### config.mk
export PLATFORM = sky130hd
export DESIGN_NAME = bundled_rx
export DESIGN_NICKNAME = d
export VERILOG_FILES = /design/src/rtl/bundled_rx.sv
export SDC_FILE = /design/constraint.sdc
export NUM_CORES = 1
export LEC_CHECK = 0
export ABC_CLOCK_PERIOD_IN_PS = 1500
export CORE_AREA = 5 5 42 44
export DETAILED_ROUTE_END_ITERATION = 10
export DIE_AREA = 0 0 47 49
export GPL_ROUTABILITY_DRIVEN = 1
export SYNTH_ARGS = -nofsm -noshare
export SYNTH_HDL_FRONTEND = slang
export SYNTH_SLANG_ARGS = --single-unit
### constraint.sdc
create_clock -name clk -period 1.5 [get_ports clk]
set_input_delay 0.225 -clock clk [delete_from_list [all_inputs] [get_ports clk]]
set_output_delay 0.225 -clock clk [all_outputs]
set_load 0.02 [all_outputs]
### src/rtl/bundled_rx.sv
// Clocked receiver for a 4-phase bundled-data channel: settle, capture, valid/ready hand-off, ack.
// Optional build macro BUNDLED_RX_SYNC_EN inserts a 2-flop synchroniser on req.
module bundled_rx #(
   parameter int   N    = 1,
   parameter int   T    = 1,
   parameter logic Rval = 1'b0
) (
   input  logic         clk,
   input  logic         rst,
   input  logic         req,
   input  logic [N-1:0] i,
   output logic         ack,
   output logic [N-1:0] o,
   output logic         o_valid,
   input  logic         o_ready
);

   localparam int CW = $clog2(T) + 1;
   localparam logic [CW-1:0] CNT_LAST = CW'(T - 1);

   localparam logic [1:0] IDLE   = 2'd0;
   localparam logic [1:0] SETTLE = 2'd1;
   localparam logic [1:0] VALID  = 2'd2;
   localparam logic [1:0] ACK    = 2'd3;

   logic          req_s;
   logic [1:0]    state;
   logic [CW-1:0] cnt;

`ifdef BUNDLED_RX_SYNC_EN
   logic req_p0;
   logic req_p1;

   // req crosses into the clk domain here; req_p1 is the first safe sample
   always_ff @(posedge clk) begin
      if (!rst) begin
         req_p0 <= 1'b0;
         req_p1 <= 1'b0;
      end else begin
         req_p0 <= req;
         req_p1 <= req_p0;
      end
   end

   assign req_s = req_p1;
`else
   assign req_s = req;
`endif

   always_ff @(posedge clk) begin
      if (!rst) begin
         state   <= IDLE;
         cnt     <= '0;
         o       <= {N{Rval}};
         o_valid <= 1'b0;
         ack     <= 1'b0;
      end else begin
         case (state)
            IDLE: begin
               cnt <= '0;
               if (req_s) state <= SETTLE;
            end
            SETTLE: begin
               // a request withdrawn before the bundle settles is dropped silently
               if (!req_s) begin
                  state <= IDLE;
               end else if (cnt == CNT_LAST) begin
                  o       <= i;
                  o_valid <= 1'b1;
                  state   <= VALID;
               end else begin
                  cnt <= cnt + 1'b1;
               end
            end
            VALID: begin
               if (o_ready) begin
                  o_valid <= 1'b0;
                  ack     <= 1'b1;
                  state   <= ACK;
               end
            end
            ACK: begin
               if (!req_s) begin
                  ack   <= 1'b0;
                  state <= IDLE;
               end
            end
            default: begin
               state   <= IDLE;
               o_valid <= 1'b0;
               ack     <= 1'b0;
            end
         endcase
      end
   end

endmodule

==> metrics.cfg <==
[status]
status=complete, no violations

[flow_run]
cap_viol_max_count=0

[critical_path]
worst-setup-path-type=register to output port
rrSetupSlack_ps=140
path_cells=clkdlybuf4s50_1
cp-end-kind=output port
worst-path-buf-inv=1
start_kind=register
critical-path-slowest-cell=clkdlybuf4s50_1
r2r_cells=4
crit_arrival_ps=1200
cp_max_fo=3
r2r_end=state[0]$_SDFFE_PN0P_
critPathTopFamily=buffers and inverters
critPathLaunch=ack$_SDFFE_PN0P_
crit_path_end=ack
critPathRequiredTime_ps=1270
critical-path-max-stage-delay_ps=610
crit_cells=1

[clock_network]
clock_latency_ps=250
cts_sinks=5
cts_tree=done
cts_htree_levels=1
clk_pin_slew_ps=50
numCtsBuffers=3
postCtsSetupBuffers=0
ctsRootBufferMaster=clkbuf_4
ctsResizeCount=0
clockBufferDepth=2
holdBufCountCts=0

[synthesis]
synth_seq_cells=5
synth_edf_count=0
yosys-top-cells-area=dfxtp_1 31%, ha_1 23%, mux2_4 4.6%
avgSynthCellArea_um2=9.64
synthMuxAreaShare_pct=7.63
synth_xor_area_share_pct=0
synth_seq_area_share_pct=30.5
synth_fp_nets=45
synth_top_family_by_area=adder cells
synth_warnings=0
synth_compound_area_share_pct=14.9
synth_simple_gate_area_share_pct=21.8
ys_types=21
synthAdderAreaFrac_pct=22.9
yosys.area.top_type_share_pct=30.5
synth.most_common_cell=ha_1
synth_top_area_cell=dfxtp_1
syn_inst=34
synth_area_um2=328
ys_async_sr_fraction_pct=0
synth_top_flop_cell=dfxtp_1
synthTopCellsByCount=6 x ha_1, 5 x dfxtp_1, 3 x nand2_1

[sta]
hold_violations=0
worst_slack_ps=72.6
layout_min_cycle_time_ps=1430
clock_skew_ps=7.36
slew_headroom_pct=84.0
max_freq_mhz=701
rsz0062_at_grt=false
tightest_slew_ps=240
fin_crit_sh_pct=95.2
final_max_slew_viol_count=0
setup_viol=0

[power]
p_sw_mw=0.119
switching_share_pct=27.9
p_comb_share_pct=26.1
p_leak_nw=0.185
power_density_mw_per_mm2=928
p_seq_share_pct=36.0
ir_worst_vdd_v=0.000228
clkPwrFrac_pct=37.9
internal_power_mw=0.307

[die]
rows=14
num_io_pins=8
die_w_um=47
core_mm2=0.00140
start_util_pct=23.4
die_area_mm2=0.00230
die_h_um=49

[min_path]
hold_path_class=register to register

[route]
wl_per_cell_um=10.5
antenna_left=0
drtIter0Drc=6
remaining_drc_errors=0
dr_total_vias=288
drt_wl_total_um=662
via_per_inst=4.57
drtPass1Iterations=4

[placed_design]
io_buffers=7
pre_cts_slack_ps=-0.0528
dp_hpwl_um=517
dp.cells=59
dpl_cell_area_um2=433
place.gp.congestion=0.758

[grt]
grt_pass1_wl_mm=1.09
antenna_found_initial=0
grt_usage_pct=7.59
grt_overflow=0
grt_max_degree=7
grt_pass1_vias=273

[final_layout]
fillerInstances=155
fin_cells=63
drive_gt1_share_pct=17.0
fin_area_um2=459
nNetsFinal=59
diodes=0
syn_to_final_growth_pct=40.1

==> cells by family (layout without fill, tap and decap cells) <==
kind of cell,count (synthesis),in the layout
AO/OA/AOI/OAI,7,7
buffers and inverters,2,15
multiplexers,2,2
AND/OR/NAND/NOR,12,12
adder cells (fa/ha/maj),6,6
flip-flops,5,5
==> power groups by stage <==
stage | Sequential [mW] | Clock [mW] | Combinational (mW)
after floorplan | 0.163 | 0 | 0.0589
after global placement | 0.156 | 0 | 0.113
after detailed placement | 0.156 | 0 | 0.112
after CTS | 0.154 | 0.166 | 0.113
after global routing | 0.155 | 0.175 | 0.124
final | 0.153 | 0.162 | 0.111
==> stage by stage <==
stage                     utilization, %  power, mW  setup TNS [ps]  hold WS, ps
after floorplan                        -      0.222               0          356
after global placement              30.9      0.269           -6.75          462
after detailed placement            30.9      0.268         -0.0528          467
after CTS                           32.8      0.433               0          473
after global routing                32.8      0.453               0          514
final                               32.8      0.426               0          465
==> worst min-delay path by stage <==
| stage | startpoint | end | depth (start not counted) |
|---|---|---|---|
| after floorplan | rst | state[0]$_SDFFE_PN0P_ | 1 |
| after global placement | o$_SDFFE_PN0P_ | o$_SDFFE_PN0P_ | 2 |
| after detailed placement | o$_SDFFE_PN0P_ | o$_SDFFE_PN0P_ | 2 |
| after CTS | o$_SDFFE_PN0P_ | o$_SDFFE_PN0P_ | 2 |
| after global routing | o$_SDFFE_PN0P_ | o$_SDFFE_PN0P_ | 2 |
| final | o$_SDFFE_PN0P_ | o$_SDFFE_PN0P_ | 2 |
==> placed cells by master, fill, tap and decap left out <==
cell type        synthesis  layout
o21ai_1                  1       1
mux2i_1                  1       1
clkdlybuf4s50_1          0       7
nand2b_1                 1       1
a21boi_0                 1       1
a21boi_1                 1       1
nand4_1                  1       1
clkbuf_4                 0       3
nor3_2                   1       1
and3_1                   1       1
a31o_1                   1       1
buf_4                    0       2
ha_1                     6       6
inv_1                    2       2
or2_1                    1       1
nor2b_1                  1       1
mux2_4                   1       1
dfxtp_1                  5       5
o311a_1                  1       1
a21oi_1                  1       1
clkbuf_1                 0       1
nand3_1                  2       2
o21ai_0                  1       1
nand2b_2                 1       1
nand2_1                  3       3
==> layout make-up <==
| cell class | count | area [um^2] | share of cell area (%) |
|---|---|---|---|
| well taps | 16 | 20.0 | 4.36 |
| inverters | 2 | 7.51 | 1.63 |
| flip-flops and latches | 5 | 100 | 21.8 |
| multi-input cells | 27 | 220 | 48.0 |
| clock buffers | 4 | 26.3 | 5.72 |
| repair buffers | 9 | 85.1 | 18.5 |
==> layer usage <==
| metal | vias to the layer above | part of all wire (%) | track usage [%] |
|---|---|---|---|
| li1 | 148 | - | - |
| met1 | 125 | 41 | 6.35 |
| met2 | 10 | 43 | 9.73 |
| met3 | 5 | 9.4 | 5.54 |
| met4 | 0 | 6.3 | 9.68 |
| met5 | - | 0 | 0 |
No activity file was read; power rests on OpenSTA's default activity.
